## config.mk

```make
export PLATFORM = sky130hd
export DESIGN_NAME = imem_boot_loader
export DESIGN_NICKNAME = d
export VERILOG_FILES = /design/src/rtl/boot_pkg.sv /design/src/rtl/boot_word_packer.sv /design/src/rtl/imem_boot_loader.sv
export SDC_FILE = /design/constraint.sdc
export NUM_CORES = 1
export LEC_CHECK = 0
export BUFFER_PORTS_ARGS = -buffer_cell sky130_fd_sc_hd__clkbuf_2
export CORE_MARGIN = 1.5
export CORE_UTILIZATION = 50
export DETAILED_ROUTE_END_ITERATION = 8
export GPL_TIMING_DRIVEN = 0
export PLACE_DENSITY = 0.76
export RECOVER_POWER = 50
export SLEW_MARGIN = 25
export SYNTH_ARGS = -nofsm -noshare
export SYNTH_HDL_FRONTEND = slang
export SYNTH_SLANG_ARGS = --single-unit
```

## constraint.sdc

```tcl
create_clock -name clk -period 7.06 [get_ports clk]
set_input_delay 0.706 -clock clk [delete_from_list [all_inputs] [get_ports clk]]
set_output_delay 0.706 -clock clk [all_outputs]
set_load 0.05 [all_outputs]
```

## src/rtl/boot_pkg.sv

```systemverilog
// Shared types and constants for the instruction-memory boot loader.
// No logic here; the state encoding is 3 bits so it fits the seven loader states.
// Optional feature elsewhere: BOOT_CHECKSUM_EN adds the trailing CHK byte state.
package boot_pkg;

  typedef enum logic [2:0] {
    IDLE   = 3'd0,
    LEN_LO = 3'd1,
    LEN_HI = 3'd2,
    DATA   = 3'd3,
    CHK    = 3'd4,
    RUN    = 3'd5,
    ERR    = 3'd6
  } boot_state_t;

  localparam logic [7:0] SYNC_BYTE = 8'hA5;

endpackage

```

## src/rtl/boot_word_packer.sv

```systemverilog
// Packs four little-endian stream bytes into one 32-bit word.
// Latency: word_out/word_done are combinational on the 4th byte_en (0 cycles).
// Backpressure: none; accepts a byte every cycle that byte_en is high, clear wins.
module boot_word_packer (
  input  logic        clk,
  input  logic        reset,
  input  logic [7:0]  byte_in,
  input  logic        byte_en,
  input  logic        clear,
  output logic [31:0] word_out,
  output logic        word_done
);

  logic [1:0]  lane_q, lane_d;
  logic [23:0] acc_q, acc_d;

  // The first three bytes sit in acc_q; the 4th byte completes the word on the wire.
  assign word_out  = {byte_in, acc_q};
  assign word_done = byte_en && !clear && (lane_q == 2'd3);

  // Next lane and shift register: bytes enter from the top so byte 0 ends up in [7:0].
  always_comb begin
    lane_d = lane_q;
    acc_d  = acc_q;
    if (clear) begin
      lane_d = 2'd0;
      acc_d  = '0;
    end else if (byte_en) begin
      lane_d = lane_q + 2'd1;
      acc_d  = {byte_in, acc_q[23:8]};
    end
  end

  // Lane counter and assemble register.
  always_ff @(posedge clk or posedge reset) begin
    if (reset) begin
      lane_q <= 2'd0;
      acc_q  <= '0;
    end else begin
      lane_q <= lane_d;
      acc_q  <= acc_d;
    end
  end

endmodule

```

## src/rtl/imem_boot_loader.sv

```systemverilog
// Loads a framed byte stream (A5, LEN_LO, LEN_HI, LEN words LE) into instruction memory, holds core in reset until done.
// Latency: memory write strobe 1 cycle after the 4th byte of a word; completion outputs update on the same edge.
// Backpressure: never stalls; rx_ready is high in every state except RUN. Macro BOOT_CHECKSUM_EN adds a trailing CHK byte.
module imem_boot_loader
  import boot_pkg::*;
#(
  parameter int unsigned ADDR_W    = 10,
  parameter int unsigned BASE_ADDR = 0
) (
  input  logic              clk,
  input  logic              reset,
  input  logic              rx_valid,
  input  logic [7:0]        rx_data,
  output logic              rx_ready,
  output logic              wr_en,
  output logic [ADDR_W-1:0] wr_addr,
  output logic [31:0]       wr_data,
  output logic              core_reset,
  output logic              done,
  output logic              error
);

  localparam logic [31:0]       CAPACITY = 32'(1) << ADDR_W;
  localparam logic [ADDR_W-1:0] BASE_A   = ADDR_W'(BASE_ADDR);

`ifdef BOOT_CHECKSUM_EN
  localparam boot_state_t FRAME_END = CHK;
`else
  localparam boot_state_t FRAME_END = RUN;
`endif

  boot_state_t       state_q, state_d;
  logic [7:0]        len_lo_q;
  logic [15:0]       len_q;
  logic [15:0]       word_idx_q;
  logic              wr_en_q;
  logic [ADDR_W-1:0] wr_addr_q;
  logic [31:0]       wr_data_q;
  logic              core_reset_q;
  logic              done_q;
  logic              error_q;

  logic        accept;
  logic        is_sync;
  logic        resync;
  logic [15:0] len_in;
  logic        last_word;
  logic [31:0] word_out;
  logic        word_done;

  assign rx_ready   = (state_q != RUN);
  assign accept     = rx_valid && rx_ready;
  assign is_sync    = (rx_data == SYNC_BYTE);
  assign resync     = accept && is_sync && ((state_q == IDLE) || (state_q == ERR));
  assign len_in     = {rx_data, len_lo_q};
  assign last_word  = (word_idx_q == (len_q - 16'd1));

  assign wr_en      = wr_en_q;
  assign wr_addr    = wr_addr_q;
  assign wr_data    = wr_data_q;
  assign core_reset = core_reset_q;
  assign done       = done_q;
  assign error      = error_q;

  boot_word_packer u_packer (
    .clk       (clk),
    .reset     (reset),
    .byte_in   (rx_data),
    .byte_en   (accept && (state_q == DATA)),
    .clear     (resync),
    .word_out  (word_out),
    .word_done (word_done)
  );

`ifdef BOOT_CHECKSUM_EN
  logic [7:0] sum_q;

  // Running 8-bit sum over the length bytes and every data byte.
  always_ff @(posedge clk or posedge reset) begin
    if (reset) begin
      sum_q <= 8'd0;
    end else if (accept) begin
      if (state_q == LEN_LO) begin
        sum_q <= rx_data;
      end else if ((state_q == LEN_HI) || (state_q == DATA)) begin
        sum_q <= sum_q + rx_data;
      end
    end
  end
`endif

  // Frame FSM: sync hunt, length capture, data packing, optional checksum, then park in RUN.
  always_comb begin
    state_d = state_q;
    case (state_q)
      IDLE: begin
        if (accept && is_sync) state_d = LEN_LO;
      end
      LEN_LO: begin
        if (accept) state_d = LEN_HI;
      end
      LEN_HI: begin
        if (accept) begin
          if (32'(len_in) > CAPACITY) begin
            state_d = ERR;
          end else if (len_in == 16'd0) begin
            state_d = FRAME_END;
          end else begin
            state_d = DATA;
          end
        end
      end
      DATA: begin
        if (word_done && last_word) state_d = FRAME_END;
      end
`ifdef BOOT_CHECKSUM_EN
      CHK: begin
        if (accept) state_d = (rx_data == sum_q) ? RUN : ERR;
      end
`endif
      RUN: begin
        state_d = RUN;
      end
      ERR: begin
        if (accept && is_sync) state_d = LEN_LO;
      end
      default: begin
        state_d = IDLE;
      end
    endcase
  end

  // State, length/word counters and registered outputs; status flags follow the next state.
  always_ff @(posedge clk or posedge reset) begin
    if (reset) begin
      state_q      <= IDLE;
      len_lo_q     <= 8'd0;
      len_q        <= 16'd0;
      word_idx_q   <= 16'd0;
      wr_en_q      <= 1'b0;
      wr_addr_q    <= BASE_A;
      wr_data_q    <= 32'd0;
      core_reset_q <= 1'b1;
      done_q       <= 1'b0;
      error_q      <= 1'b0;
    end else begin
      state_q      <= state_d;
      core_reset_q <= (state_d != RUN);
      done_q       <= (state_d == RUN);
      error_q      <= (state_d == ERR);
      wr_en_q      <= word_done;
      if (accept && (state_q == LEN_LO)) len_lo_q <= rx_data;
      if (accept && (state_q == LEN_HI)) len_q <= len_in;
      if (resync) begin
        word_idx_q <= 16'd0;
      end else if (word_done) begin
        word_idx_q <= word_idx_q + 16'd1;
      end
      if (word_done) begin
        wr_addr_q <= BASE_A + ADDR_W'(word_idx_q);
        wr_data_q <= word_out;
      end
    end
  end

endmodule

```

==> results.toml, run 1 <==
[status]
status = "finished, violations left"
violations = "max-capacitance violations, max-slew violations"

[cts]
postCtsHoldBufs = 0
cts_max_level = 4
post_cts_resize_count = 0
clk_transition_reported_paths_ns = 0.06
clk_latency_ns = 0.52
cts_tree = "yes"
cts-root-buf = "clkbuf_8"
numCtsBuffers = 17
clock-sinks = 115
clock_path_buffers = 2
post_cts_buffers = 0

[timing]
timing.hold.ws_ns = 0.466
setup_tns_ns = 0
max_slew_margin_pct = -20.8
slew_violations = 40
max_freq_mhz = 333
period_needed_ns = 3.00
skew_ns = 0.00831
worst_slew_pin_slew_ns = 1.80
hold_viol = 0
rsz0062_at_grt = "no"
final-setup-viol-count = 0
period_share_pct = 42.5

[logic_synthesis]
ys.flop_type = "dfrtp_1"
syn-cell-area_mm2 = 0.00525
ys_async_sr_fraction_pct = 100
synth_cells = 548
synthTopCellsByArea = "dfrtp_1 54%, nand2_1 14%, mux2_2 4.7%, o21ai_0 3.2%, xnor2_1 3.0%"
yosys_warnings = 0
netlist-cell-type-count = 57
yosysSeqAreaShare_pct = 54.9
synth_edf_count = 0
synth_fp_nets = 562
netlist.area_leader.share_pct = 54.4
synth_top_area_cell = "dfrtp_1"
ys_seq_elements = 115
syn_avg_cell_area_um2 = 9.57

[floorplan]
coreArea_mm2 = 0.0102
die_y_um = 105
rows = 37
die_x_um = 105
io_pins = 58
dieArea_mm2 = 0.0111
initial_core_util_pct = 51.3

[critical_path]
crit_family = "simple AND/OR/NAND/NOR gates"
endpoint_kind = "flop"
start_kind = "flop"
cp.required_ns = 7.46
arrival_ns = 3.41
crit_type = "flop to flop"
slowest_delay_ns = 0.45
crit_chain = "and4b_1 -> clkbuf_1 -> nand2_1 -> inv_1 -> o2111ai_1 -> a2111oi_4 -> nand4b_2 -> a41o_1"
path_buf_inv = 2
crit_slowest_cell = "dfrtp_1"
critPathMaxFanout = 10

[route]
wl_per_cell_um = 15.9
wirelength_mm = 12.3
routed_via_density = 5.51
ant_nets = 0
drc_errors = 0
drtPass1Iterations = 5
dr.first_iter.drc_count = 264
vias = 4256

[layout]
finish.net_count = 639
syn_to_final_growth_pct = 20.1
final.fill_count = 844
drive_above_1_share_pct = 15.9
diodes = 0

[placed_design]
place_congestion = 0.943
dp_hpwl_mm = 8.16
port_buffers = 57

[global_routing]
antenna_found_initial = 0
grt_pass1_vias = 4285
grt_remaining_overflow = 0
grt_usage_pct = 24.1
grt_max_degree = 77
grt_pass1_wl_mm = 20.8

[power_and_ir_drop]
power_density_mw_per_mm2 = 300
peakVddDrop_mv = 0.173
power.leakage_nw = 3.05

[job]
maxCapViolCount = 1

[hold_path]
holdCritPathClass = "flop to flop"
worst register-to-register path, delay by kind of cell, from the launching register on:
| family | cells | cell delay [ns] |
|---|---|---|
| flip-flops | 1 | 0.45 |
| buffers and inverters | 2 | 0.67 |
| AND/OR/NAND/NOR | 3 | 0.93 |
| AO/OA/AOI/OAI | 3 | 0.83 |
cells in the mapped netlist, drive strengths merged (3+ instances only):
master / count
dfrtp: 114
xnor2: 18
nand4: 5
or4: 4
xor2: 13
buf: 8
and3: 3
clkbuf: 18
nor2: 25
nand2b: 3
ha: 3
nor3: 9
nor4: 5
or3: 3
inv: 8
a21oi: 8
o2111ai: 3
o21ai: 34
nand2: 195
nand3: 10
mux2: 22
cell type report:
class                           instances  area (um2)  area share (%)
Buffer                                 26         118            1.87
Inverter                                8        31.3           0.497
Timing Repair Buffer                   58         283            4.49
Sequential cell                       115        2880            45.7
Clock inverter                          9         129            2.05
Multi-Input combinational cell        399        2230            35.3
Tap cell                              136         170            2.70
Clock buffer                           22         463            7.35
metal layers:
metal / track usage [%] / up-vias / routed length, um
met5: 0 / - / 0
met4: 10.6 / 0 / 308
met3: 4.27 / 32 / 533
met2: 39.0 / 142 / 6030
met1: 32.1 / 2096 / 5390
li1: - / 1986 / -
where the power goes:
part / total, mW / switching, mW / leakage, nW / internal, mW
sequential: 0.767 / 0.0591 / 1.58 / 0.708
combinational: 0.274 / 0.151 / 1.18 / 0.124
clock: 0.848 / 0.287 / 0.287 / 0.562
total: 1.89 / 0.496 / 3.05 / 1.39
worst paths after layout:
path	endpoint	slack [ns]	startpoint	cells past startpoint
min in group asynchronous	wr_data[3]	0.62	reset	2
worst min-delay path	wr_data[7]	0.47	u_packer.acc_q[7]	2
worst max register to register	state_q[1]	4.06	state_q[2]	8
worst max-delay path	state_q[1]	4.06	state_q[2]	8
max in group asynchronous	core_reset	5.40	reset	3
worst min register to register	wr_data[7]	0.47	u_packer.acc_q[7]	2
through the flow:
step                      total power [mW]  std cells  instance area [um2]  setup slack, ns  util, %
after CTS                             1.89        773                 6330             4.13     61.9
after floorplan                      0.978        548                 5250             3.31        -
after global placement                1.02        741                 5700             2.27     55.7
after global routing                  1.96        773                 6300             3.89     61.6
final                                 1.89        773                 6300             4.06     61.6
after detailed placement              1.05        742                 5740             3.85     56.1
cells in the final DEF, fill, tap and decap left out, drive strengths merged, types with 2 or more instances in the layout:
cell | synthesis | final
o2111ai | 3 | 3
nor2 | 25 | 25
or2b | 2 | 2
and3 | 3 | 3
nor3 | 9 | 9
or4 | 4 | 4
inv | 8 | 7
nand3 | 10 | 10
ha | 3 | 3
clkinv | 0 | 4
a21oi | 8 | 8
o21ai | 34 | 34
mux2 | 22 | 22
dfrtp | 114 | 114
o31a | 2 | 2
and4b | 2 | 2
bufinv | 0 | 3
clkbuf | 18 | 97
xnor2 | 18 | 18
nand4b | 2 | 2
o211ai | 2 | 2
nor4 | 5 | 5
or3 | 3 | 3
clkinvlp | 0 | 3
xor2 | 13 | 13
nand2b | 3 | 3
buf | 8 | 9
a31oi | 2 | 2
o21a | 2 | 2
nor3b | 2 | 2
nand2 | 195 | 195
nand4 | 5 | 5
sequential cells by signal, summed over array words and instances (netlist names):
signal	count
wr_data	32
len_lo_q	8
done	1
len_q	16
u_packer.lane_q	2
error	1
u_packer.acc_q	24
core_reset	1
state_q	3
word_idx_q	16
wr_en	1
wr_addr	10
cells by family after synthesis:
kind of cell,synth area share (%)
xor+xnor,5.63
mux,4.72
buf+inv,2.81
fa+ha+maj,0.716
simple gates,23.3
compound gates,7.94
flops,54.9
Note: power is estimated with default switching activity, not from simulation.
==> run 2, diff against run 1 <==
--- a/config.mk
+++ b/config.mk
@@ -10,7 +10,7 @@
 export CORE_UTILIZATION = 50
 export DETAILED_ROUTE_END_ITERATION = 8
 export GPL_TIMING_DRIVEN = 0
-export PLACE_DENSITY = 0.76
+export PLACE_DENSITY = 0.78
 export RECOVER_POWER = 50
 export SLEW_MARGIN = 25
 export SYNTH_ARGS = -nofsm -noshare
==> constraint.sdc (replaced) <==
create_clock -name clk -period 2.73 [get_ports clk]
set_input_delay 0.273 -clock clk [delete_from_list [all_inputs] [get_ports clk]]
set_output_delay 0.273 -clock clk [all_outputs]
set_load 0.05 [all_outputs]
==> results.toml, run 2 (synthesized netlist as in run 1, its figures left out) <==
[status]
status = "finished, final reports clean"

[job]
maxCapViolCount = 0

[floorplan]
die_x_um = 105
coreArea_mm2 = 0.0102
die_y_um = 105
dieArea_mm2 = 0.0111
io_pins = 58
initial_core_util_pct = 51.3
rows = 37

[layout]
largest_reg_flops = 32
utilization_pct = 62.0
diodes = 0
layout_common_cells = "194 x nand2_1, 114 x dfrtp_1, 42 x clkbuf_1, 36 x clkbuf_2, 34 x o21ai_0"
drive_above_1_share_pct = 16.4
syn_to_final_growth_pct = 20.8
final_common_cell = "nand2_1"
finish.net_count = 640
final.fill_count = 851

[global_routing]
grt-busiest-layer = "met2"
grt_util_met1_pct = 32.0
grt_use_met3_pct = 4.39
grt_usage_pct = 24.0
met2_usage_pct = 38.7
antenna_found_initial = 0
grt_pass1_wl_mm = 20.8
grt_remaining_overflow = 0
grt_max_degree = 35
grt_pass1_vias = 4197

[cts]
clock-sinks = 115
clock_path_buffers = 2
clk_transition_reported_paths_ns = 0.06
cts_max_level = 4
cts_tree = "yes"
clk_latency_ns = 0.52
cts-root-buf = "clkbuf_8"
numCtsBuffers = 17

[placed_design]
port_buffers = 57
place_congestion = 0.866
dp_hpwl_mm = 8.21

[critical_path]
path_buf_inv = 1
rr_startpoint = "len_q[7]"
cp.required_ns = 3.14
crit_chain = "buf_6 -> or4_4 -> or3_1 -> a2111o_1 -> a22oi_2 -> nand4b_4 -> a41o_1"
r2r_cells = 7
rrSetupSlack_ns = 0.12
crit_family = "simple AND/OR/NAND/NOR gates"
crit_type = "flop to flop"
endpoint_kind = "flop"
startpoint = "len_q[7]"
reg2reg_to = "state_q[1]"
critPathMaxFanout = 9
arrival_ns = 3.02
slowest_delay_ns = 0.55
path_depth = 7
crit_slowest_cell = "or4_4"
cp-endpoint = "state_q[1]"
start_kind = "flop"

[power_and_ir_drop]
power.leakage_nw = 3.09
swShare_pct = 25.8
p_switching_mw = 1.29
p_comb_share_pct = 14.1
p_int_mw = 3.71
p_seq_share_pct = 39.7
power_density_mw_per_mm2 = 788
peakVddDrop_mv = 0.482
pwr-share-clk_pct = 46.2

[timing]
period_share_pct = 95.6
max_freq_mhz = 383
setup_tns_ns = 0
skew_ns = 0.00849
period_needed_ns = 2.61
hold_viol = 0
max_slew_margin_pct = 6.15
slew_violations = 0
rsz0062_at_grt = "no"
final-setup-viol-count = 0
worst_slew_pin_slew_ns = 1.41

[route]
vias = 4274
drtPass1Iterations = 5
ant_nets = 0
dr.first_iter.drc_count = 341
drc_errors = 0
wirelength_mm = 12.6
wl_per_cell_um = 16.3
routed_via_density = 5.51

[hold_path]
holdCritPathClass = "primary input to flop"
[run 2: metal layers]
layer,up-vias,wire (um)
met3,27,653
met1,2099,5450
met2,154,6250
met4,0,282
met5,-,0
li1,1994,-
[run 2: timing repair]
item | 4_1_cts | 5_1_grt
setup endpoints to repair | 39 | 43
hold buffers | 1 | 0
hold endpoints to repair | 24 | 0
setup buffers | 0 | 0
resized for setup | 0 | 4
[run 2: per-stage QoR]
step	std cells	power [mW]	instance area (um2)	setup slack (ns)	hold slack [ns]
final	775	4.99	6340	0.121	0.0613
after global routing	775	5.18	6340	0.0196	0.0767
after CTS	776	5.00	6400	0.0483	0.0636
after detailed placement	744	2.70	5770	-0.0712	0.348
after global placement	741	2.66	5710	-0.176	0.456
after floorplan	548	2.53	5250	0.258	0.378
[run 2: worst register-to-register path: stages, from the launching register on]
cell	delay (ns)
dfrtp_1	0.37
buf_6	0.14
or4_4	0.56
or3_1	0.36
a2111o_1	0.43
a22oi_2	0.22
nand4b_4	0.16
a41o_1	0.27
[run 2: worst min path at each step]
stage | from | to | cells past startpoint
2_1_floorplan | rx_data[0] | wr_data[24] | 2
3_5_place_dp | reset | wr_data[4] | 2
3_3_place_gp | u_packer.acc_q[3] | wr_data[3] | 2
6_report | rx_data[6] | wr_data[30] | 3
5_1_grt | rx_data[4] | wr_data[28] | 3
4_1_cts | rx_data[6] | wr_data[30] | 3
[run 2: power by group through the flow]
stage | Clock, mW | Combinational (mW) | Sequential (mW)
after floorplan | 0 | 0.545 | 1.98
after global placement | 0 | 0.659 | 2.00
after detailed placement | 0 | 0.698 | 2.00
after CTS | 2.31 | 0.706 | 1.98
after global routing | 2.39 | 0.784 | 2.00
final | 2.31 | 0.702 | 1.98
[run 2: area by class of cell]
class	instances	area, um2	area share (%)
plain buffers	24	110	1.74
repair buffers	61	283	4.46
clock buffers	23	467	7.36
well taps	136	170	2.68
inverters	8	31.3	0.493
clock inverters	9	151	2.39
multi-input cells	399	2250	35.5
flip-flops and latches	115	2880	45.4
